===== src/rtl/pixel_pkg.sv =====
// Shared geometry defaults, FIFO entry type and write-FSM states for the pixel plot path.
package pixel_pkg;

    localparam int unsigned SCREEN_W = 160;
    localparam int unsigned SCREEN_H = 120;
    localparam int unsigned ADDR_W   = 15;

    typedef struct packed {
        logic [ADDR_W-1:0] addr;
        logic [2:0]        colour;
    } plot_entry_t;

    typedef enum logic {
        S_IDLE,
        S_WRITE
    } state_t;

endpackage


===== src/rtl/plot_fifo.sv =====
// Synchronous FIFO of plot entries. The caller guarantees push only when space is free
// (or a pop happens in the same cycle) and pop only when non-empty.
module plot_fifo
    import pixel_pkg::*;
#(
    parameter  int unsigned DEPTH = 4,
    localparam int unsigned CNT_W = $clog2(DEPTH + 1)
) (
    input  logic             i_clk,
    input  logic             i_rst,
    input  logic             i_push,
    input  plot_entry_t      i_data,
    input  logic             i_pop,
    output plot_entry_t      o_head,
    output logic             o_full,
    output logic             o_empty,
    output logic [CNT_W-1:0] o_count
);

    localparam int unsigned PTR_W = $clog2(DEPTH);

    plot_entry_t      r_mem [DEPTH];
    logic [PTR_W-1:0] r_wr_ptr;
    logic [PTR_W-1:0] r_rd_ptr;
    logic [CNT_W-1:0] r_count;

    // Pointers wrap naturally because DEPTH is a power of two.
    always_ff @(posedge i_clk or posedge i_rst) begin
        if (i_rst) begin
            for (int i = 0; i < DEPTH; i++) begin
                r_mem[i] <= '0;
            end
            r_wr_ptr <= '0;
            r_rd_ptr <= '0;
            r_count  <= '0;
        end else begin
            if (i_push) begin
                r_mem[r_wr_ptr] <= i_data;
                r_wr_ptr        <= r_wr_ptr + PTR_W'(1);
            end
            if (i_pop) begin
                r_rd_ptr <= r_rd_ptr + PTR_W'(1);
            end
            case ({i_push, i_pop})
                2'b10:   r_count <= r_count + CNT_W'(1);
                2'b01:   r_count <= r_count - CNT_W'(1);
                default: ;
            endcase
        end
    end

    assign o_head  = r_mem[r_rd_ptr];
    assign o_full  = (r_count == CNT_W'(DEPTH));
    assign o_empty = (r_count == '0);
    assign o_count = r_count;

endmodule


===== src/rtl/pixel_plot_buffer.sv =====
// Turns drawing-engine plot strobes into framebuffer writes: clips, linearises (x, y),
// buffers through a small FIFO and reports drops instead of stalling the engines.
module pixel_plot_buffer #(
    parameter int unsigned DEPTH    = 4,
    parameter int unsigned SCREEN_W = pixel_pkg::SCREEN_W,
    parameter int unsigned SCREEN_H = pixel_pkg::SCREEN_H,
    parameter int unsigned ADDR_W   = pixel_pkg::ADDR_W
) (
    input  logic              i_clk,
    input  logic              i_rst,
    input  logic [7:0]        i_vga_x,
    input  logic [6:0]        i_vga_y,
    input  logic [2:0]        i_vga_colour,
    input  logic              i_vga_plot,
    output logic [ADDR_W-1:0] o_fb_addr,
    output logic [2:0]        o_fb_wrdata,
    output logic              o_fb_we,
    input  logic              i_fb_ack,
    output logic              o_full,
    output logic              o_idle,
    output logic              o_overflow,
    output logic [15:0]       o_clip_count
);

    import pixel_pkg::*;

    localparam int unsigned CNT_W = $clog2(DEPTH + 1);

    state_t            r_state;
    state_t            w_state_next;
    plot_entry_t       w_entry;
    plot_entry_t       w_head;
    logic              w_in_range;
    logic              w_push;
    logic              w_pop;
    logic              w_full;
    logic              w_empty;
    logic [CNT_W-1:0]  w_count;
    logic [ADDR_W-1:0] w_x_ext;
    logic [ADDR_W-1:0] w_y_ext;
    logic [ADDR_W-1:0] w_addr;
    logic [ADDR_W-1:0] r_fb_addr;
    logic [2:0]        r_fb_wrdata;
    logic              r_overflow;
    logic [15:0]       r_clip_count;

    assign w_in_range = (32'(i_vga_x) < SCREEN_W) && (32'(i_vga_y) < SCREEN_H);

    assign w_x_ext = ADDR_W'(i_vga_x);
    assign w_y_ext = ADDR_W'(i_vga_y);

    if (SCREEN_W == 160) begin : g_addr_shift
        // 160 = 128 + 32, so the row offset needs only two shifts and an add.
        assign w_addr = (w_y_ext << 7) + (w_y_ext << 5) + w_x_ext;
    end else begin : g_addr_mul
        assign w_addr = (w_y_ext * ADDR_W'(SCREEN_W)) + w_x_ext;
    end

    assign w_entry = '{addr: w_addr, colour: i_vga_colour};

    // A full FIFO still accepts a strobe when the head leaves in the same cycle.
    assign w_push = i_vga_plot && w_in_range && (!w_full || w_pop);

    plot_fifo #(
        .DEPTH (DEPTH)
    ) u_fifo (
        .i_clk   (i_clk),
        .i_rst   (i_rst),
        .i_push  (w_push),
        .i_data  (w_entry),
        .i_pop   (w_pop),
        .o_head  (w_head),
        .o_full  (w_full),
        .o_empty (w_empty),
        .o_count (w_count)
    );

    always_comb begin
        w_state_next = r_state;
        w_pop        = 1'b0;
        unique case (r_state)
            S_IDLE: begin
                if (!w_empty) begin
                    w_pop        = 1'b1;
                    w_state_next = S_WRITE;
                end
            end
            S_WRITE: begin
                if (i_fb_ack) begin
                    if (!w_empty) begin
                        w_pop = 1'b1;
                    end else begin
                        w_state_next = S_IDLE;
                    end
                end
            end
        endcase
    end

    always_ff @(posedge i_clk or posedge i_rst) begin
        if (i_rst) begin
            r_state      <= S_IDLE;
            r_fb_addr    <= '0;
            r_fb_wrdata  <= '0;
            r_overflow   <= 1'b0;
            r_clip_count <= '0;
        end else begin
            r_state <= w_state_next;
            if (w_pop) begin
                r_fb_addr   <= w_head.addr;
                r_fb_wrdata <= w_head.colour;
            end
            if (i_vga_plot && w_in_range && !w_push) begin
                r_overflow <= 1'b1;
            end
            if (i_vga_plot && !w_in_range && (r_clip_count != 16'hFFFF)) begin
                r_clip_count <= r_clip_count + 16'd1;
            end
        end
    end

    assign o_fb_addr    = r_fb_addr;
    assign o_fb_wrdata  = r_fb_wrdata;
    assign o_fb_we      = (r_state == S_WRITE);
    assign o_full       = w_full;
    assign o_idle       = (w_count == '0) && (r_state == S_IDLE);
    assign o_overflow   = r_overflow;
    assign o_clip_count = r_clip_count;

endmodule

===== config.mk =====
export PLATFORM = sky130hd
export DESIGN_NAME = pixel_plot_buffer
export DESIGN_NICKNAME = d
export VERILOG_FILES = /design/src/rtl/pixel_pkg.sv /design/src/rtl/plot_fifo.sv /design/src/rtl/pixel_plot_buffer.sv
export SDC_FILE = /design/constraint.sdc
export NUM_CORES = 1
export LEC_CHECK = 0
export ABC_AREA = 0
export ABC_CLOCK_PERIOD_IN_PS = 5400
export CORE_MARGIN = 3
export CORE_UTILIZATION = 25
export DETAILED_ROUTE_END_ITERATION = 10
export PLACE_DENSITY_LB_ADDON = 0.25
export RECOVER_POWER = 100
export SETUP_SLACK_MARGIN = 0.05
export SLEW_MARGIN = 25
export SYNTH_ARGS = -nofsm -noshare
export SYNTH_HDL_FRONTEND = slang
export SYNTH_HIERARCHICAL = 1
export SYNTH_SLANG_ARGS = --single-unit

===== constraint.sdc =====
create_clock -name i_clk -period 5.4 [get_ports i_clk]
set_input_delay 0.54 -clock i_clk [delete_from_list [all_inputs] [get_ports i_clk]]
set_output_delay 0.54 -clock i_clk [all_outputs]
set_load 0.03 [all_outputs]

# ---- Word-level counts from Yosys, hierarchy flattened
# Cells that the tools add are included.
dict set report word_totals {
  reg_bits 115
  in_bits 22
  output_inout_bits 38
  wordCells 61
}
dict set report op_classes {
  n_addsub 7
  magnitude_cmp 5
  n_eq_ne 4
  muxes 12
  n_bitwise 3
  reduce_logical 14
}
# cell count
set op_table {}
lappend op_table {{$bwmux W72} 1}
lappend op_table {{$mux W18} 3}
lappend op_table {{$bmux W18 S2} 1}
lappend op_table {{$demux W18 S2} 1}
lappend op_table {{$add A16 B1 Y16 const B} 1}
lappend op_table {{$ne A16 B16 Y1 const B} 1}
lappend op_table {{$add A14 B12 Y15} 1}
lappend op_table {{$add A15 B8 Y15} 1}
lappend op_table {{$logic_and A1 B1 Y1} 8}
lappend op_table {{$lt A8 B8 Y1 const B} 1}
lappend op_table {{$lt A7 B7 Y1 const B} 1}
lappend op_table {{$ge A3 B3 Y1 const B} 2}
lappend op_table {{$not A2 Y3} 2}
lappend op_table {{$pmux W3 S2} 1}
lappend op_table {{$add A2 B1 Y2 const B} 2}
lappend op_table {{$pmux W1 S2} 2}
lappend op_table {{$add A3 B1 Y3 const B} 1}
lappend op_table {{$eq A3 B3 Y1 const B} 1}
lappend op_table {{$logic_not A1 Y1} 3}
lappend op_table {{$logic_not A3 Y1} 1}
lappend op_table {{$lt A3 B1 Y1 const B} 1}
lappend op_table {{$mux W1} 3}
lappend op_table {{$sub A3 B1 Y3 const B} 1}
lappend op_table {{$eq A2 B1 Y1 const B} 1}
lappend op_table {{other kinds (4)} 4}

# ---- Logic depth before layout (Yosys ltp)
dict set report depth {
  word_depth 8
  depth_mapped 13
  depth_no_buf 11
}

# ---- By module
# Netlist, hierarchy kept.
# module n_inst cells_per_inst area_each_um2 seq_area_each_um2
set by_module_without_submodules {}
lappend by_module_without_submodules {plot_fifo 1 208 3738.6 1976.9}
lappend by_module_without_submodules {pixel_plot_buffer 1 176 1968.1 900.9}

# ---- Worst setup path after synthesis
# OpenSTA, ideal clock, no wires.
dict set report synth_timing {
  path_type {input-to-reg}
  start {input i_vga_x[7]}
  end {register u_fifo/r_mem[68] (netlist bit)}
  setup_ns 0.125
  arrival_time_ns 2.435
  required_ns 5.275
  path_slack_ns 2.840
  path_stages 10
  n_path_buf 0
  cell_sequence {inv_1 > fa_1 > inv_1 > ha_1 > a211oi_1 > nor2_1 > o21a_1 > nor2_1 > xnor2_1 > mux2_4}
}
dict set report synth_via {
  elab_cells_between_ends 6
  cone_classes {add/sub: 1; order compare: 1; mux: 1; reduce/logical: 3}
}
# item line
set synth_lines {}
lappend synth_lines {{from (decl)} pixel_plot_buffer.sv:11} ;# input logic [7:0] i_vga_x,
lappend synth_lines {{$add A15 B8 Y15} pixel_plot_buffer.sv:54} ;# assign w_addr = (w_y_ext << 7) + (w_y_ext << 5) + w_x_ext;
lappend synth_lines {{named net w_addr[11]} pixel_plot_buffer.sv:41} ;# logic [ADDR_W-1:0] w_addr;
lappend synth_lines {{$bwmux W72} plot_fifo.sv:38} ;# r_mem[r_wr_ptr] <= i_data;
lappend synth_lines {{to (signal, indexed assignment)} plot_fifo.sv:38}
lappend synth_lines {{to (decl)} plot_fifo.sv:22} ;# plot_entry_t r_mem [DEPTH];
# The timed path passes the listed nets, and every way through them passes these cells.
# A chain may end at the register's enable or synchronous reset.

# ---- Final worst setup path
dict set report layout_timing {
  start {input i_fb_ack}
  end {register u_fifo.r_count[2] (netlist: u_fifo/o_count[2])}
}
dict set report layout_via {
  elab_chain_cells 6
  elab_cells_between_ends 8
  cone_classes {eq/ne: 2; mux: 3; reduce/logical: 3}
}
# item line
set layout_rtl {}
lappend layout_rtl {{from (decl)} pixel_plot_buffer.sv:18} ;# input logic i_fb_ack,
lappend layout_rtl {{$mux W1 *} pixel_plot_buffer.sv:89} ;# if (i_fb_ack) begin
lappend layout_rtl {{$pmux W1 S2 *} pixel_plot_buffer.sv:81} ;# unique case (r_state)
lappend layout_rtl {{$logic_or A1 B1 Y1 *} pixel_plot_buffer.sv:62} ;# assign w_push = i_vga_plot && w_in_range && (!w_full || w_pop);
lappend layout_rtl {{$logic_and A1 B1 Y1 *} pixel_plot_buffer.sv:62}
lappend layout_rtl {{named net w_push} pixel_plot_buffer.sv:34} ;# logic w_push;
lappend layout_rtl {{$eq A2 B1 Y1 or $eq A2 B2 Y1 (tied branches)} plot_fifo.sv:44} ;# case ({i_push, i_pop})
lappend layout_rtl {{$pmux W3 S2 or $reduce_bool A2 Y1 (tied branches)} n/a}
lappend layout_rtl {{to (signal assigned)} plot_fifo.sv:45} ;# 2'b10: r_count <= r_count + CNT_W'(1);
lappend layout_rtl {{to (signal assigned)} plot_fifo.sv:46} ;# 2'b01: r_count <= r_count - CNT_W'(1);
lappend layout_rtl {{to (decl)} plot_fifo.sv:25} ;# logic [CNT_W-1:0] r_count;
# Mark *: on every way through the listed nets, which the timed path passes. The rest lies on a longest branch.

==> impl_metrics.yaml <==
clock_tree:
  postCtsSetupBuffers: 0
  cts_root_buffer: "clkbuf_16"
  hold_buffers: 0
  cts_tree: "done"
  clk_pin_slew_ps: 50
  cts_buffers: 17
  cts_sinks: 115
  clk_path_buf_depth: 2
  clock_latency_ps: 410
  htree_num_levels: 4
  cts_resized: 0
run:
  maxCapViolations: 1
critical_path:
  end_kind: "register"
  path_max_fanout: 22
  critPathKind: "input port to register"
  worstPathArrival_ps: 4290
  cp-start-kind: "input port"
  crit_required_ps: 5680
grt:
  track_usage: 0.108
  gr-total-overflow: 0
  antenna_found_initial: 0
  grt_pass1_wl_um: 20300
  grt_pass1_vias: 3571
  grt_max_degree: 43
place:
  io_buffer_count: 59
  hpwl_um: 8300
  gp_congestion: 0.737
status:
  violations: "capacitance limit"
  status: "finished with violations"
detailed_routing:
  drt_iter0_markers: 162
  wl_per_cell_um: 16.3
  vias: 3300
  wl_um: 12200
  drt-pass1-iter-count: 4
  detail-route-antenna-nets: 0
  via_per_inst: 4.41
  route.detailed.drc: 0
logic_synthesis:
  async_flop_share: 1.00
  ys_seq_elements: 115
  avgSynthCellArea_um2: 14.9
  ys_top_cells_by_area: "dfrtp_1 (50%), mux2_4 (11%), mux2_2 (10%)"
  synth_ff_type: "dfrtp_1"
  yosys.area.top_type: "dfrtp_1"
  synth_cells: 384
  netlist_area_um2: 5710
  yosys_warnings: 6
  syn_nets: 428
  ys_seq_area_frac: 0.504
  yosysTopAreaCellShare: 0.504
  yosysUniqueCellTypes: 41
  synth_edf_count: 0
timing:
  tightestPinTransition_ps: 1490
  maxSlewViolCount: 0
  max_freq_mhz: 250
  relSlewSlack: 0.00840
  rsz0062_at_grt: "false"
  final-hold-violation-count: 0
  min_period_ps: 4010
  setup_tns_ps: 0
  min_period_over_period: 0.742
  setup_viol: 0
  skew_ps: 10.2
cells_and_area:
  final_common_cell: "dfrtp_1"
  n_antenna_cell: 0
  drive_above_1_share: 0.222
  area_growth_syn_to_layout_pct: 21.9
  final_cell_mix: "dfrtp_1 (115), mux2_2 (51), dlygate4sd3_1 (40), mux2_1 (40), inv_1 (22)"
  final_net_count: 499
  final_util: 0.315
die:
  rows: 54
  dieArea_um2: 24700
  die_w_um: 157
  fp.dieH_um: 157
  fp.coreArea_um2: 22100
  io-pin-count: 60
  start_util: 0.258
pwr:
  p_leak_nw: 3.02
  powerDensity_nw_per_um2: 575
  irDropWorstVdd_mv: 0.213
min_path:
  hold_class: "register to register"
[critical path, stage by stage]
cell,delay [ps]
clkdlybuf4s50_1,480
inv_1,50
a21oi_1,140
clkbuf_1,1070
inv_1,200
a21oi_2,830
inv_1,110
ha_1,260
inv_1,80
fa_1,180
xor2_1,140
nor2_1,60
xor2_1,140
[synth_stat cells, types with 2 or more instances]
cell	n
nand3_1	3
nand2_8	4
inv_1	22
buf_4	2
nor2b_1	3
mux4_2	18
buf_2	3
and3_1	2
ha_1	19
mux2_4	40
and4_1	2
xor2_1	9
buf_12	4
nand2_1	11
nor3_1	3
mux2i_1	2
nor2_1	11
dfrtp_1	115
fa_1	3
buf_1	2
a21oi_1	4
o21a_1	4
mux2_2	51
nor4_1	3
o21ai_0	6
xnor2_1	14
nand4_1	7
a31oi_1	2
a211oi_1	3
[power by group]
group	internal (mW)	total [mW]	switching, mW	leakage [nW]
sequential	1.26	1.49	0.230	1.40
combinational	0.756	1.45	0.691	1.34
clock	0.692	1.06	0.371	0.278
total	2.71	4.00	1.29	3.02
[registers in the layout, summed over array words and instances (netlist names)]
name and cells:
u_fifo/o_count 3, u_fifo/r_rd_ptr 2, o_fb_wrdata 3, o_fb_addr 15, u_fifo/r_wr_ptr 2, o_clip_count 16
u_fifo/r_mem 72, o_fb_we 1, o_overflow 1
[per-stage QoR]
stage / cells / setup WS (ps) / hold WS, ps / instance area, um2 / power, mW
floorplan: 384 / 2840 / 474 / 5710 / 2.70
global placement: 716 / 1900 / 483 / 6560 / 3.12
detailed placement: 716 / 1810 / 488 / 6560 / 3.17
CTS: 748 / 2240 / 499 / 7130 / 4.25
global route: 748 / 1010 / 501 / 6960 / 4.25
finish: 748 / 1390 / 479 / 6960 / 4.00
[layer usage]
layer	vias to the layer above	global-route usage	share of wire
met4	0	0.0450	0.017
li1	1536	-	-
met2	60	0.165	0.46
met3	16	0.0245	0.029
met5	-	0	0
met1	1688	0.148	0.49
[logic make-up after synthesis]
family | count (synthesis) | share of synthesized area
AND/OR/NAND/NOR | 54 | 0.0603
AO/OA/AOI/OAI | 24 | 0.0276
flip-flops | 115 | 0.504
multiplexers | 111 | 0.280
XOR/XNOR | 24 | 0.0382
buffers and inverters | 34 | 0.0371
adder cells (fa/ha/maj) | 22 | 0.0522
[worst paths after layout]
kind | from | end | slack (ps) | depth (start not counted)
setup / recovery | i_fb_ack | u_fifo/o_count[2] | 1390 | 13
hold / removal | u_fifo/r_mem[22] | u_fifo/r_mem[22] | 480 | 1
setup reg to reg | u_fifo/o_count[0] | u_fifo/o_count[2] | 1580 | 12
hold reg to reg | u_fifo/r_mem[22] | u_fifo/r_mem[22] | 480 | 1
max in group asynchronous | i_rst | o_fb_addr[14] | 3030 | 3
min in group asynchronous | i_rst | o_fb_addr[8] | 700 | 2
[cell type report]
| cell class | count | area [um2] |
|---|---|---|
| Multi-Input combinational cell | 235 | 2460 |
| Sequential cell | 115 | 2880 |
| Clock buffer | 28 | 517 |
| Fill cell | 2205 | 15100 |
| Inverter | 22 | 82.6 |
| Timing Repair Buffer | 64 | 621 |
| Tap cell | 280 | 350 |
| Clock inverter | 4 | 45.0 |
(Power assumes the default switching activity.)
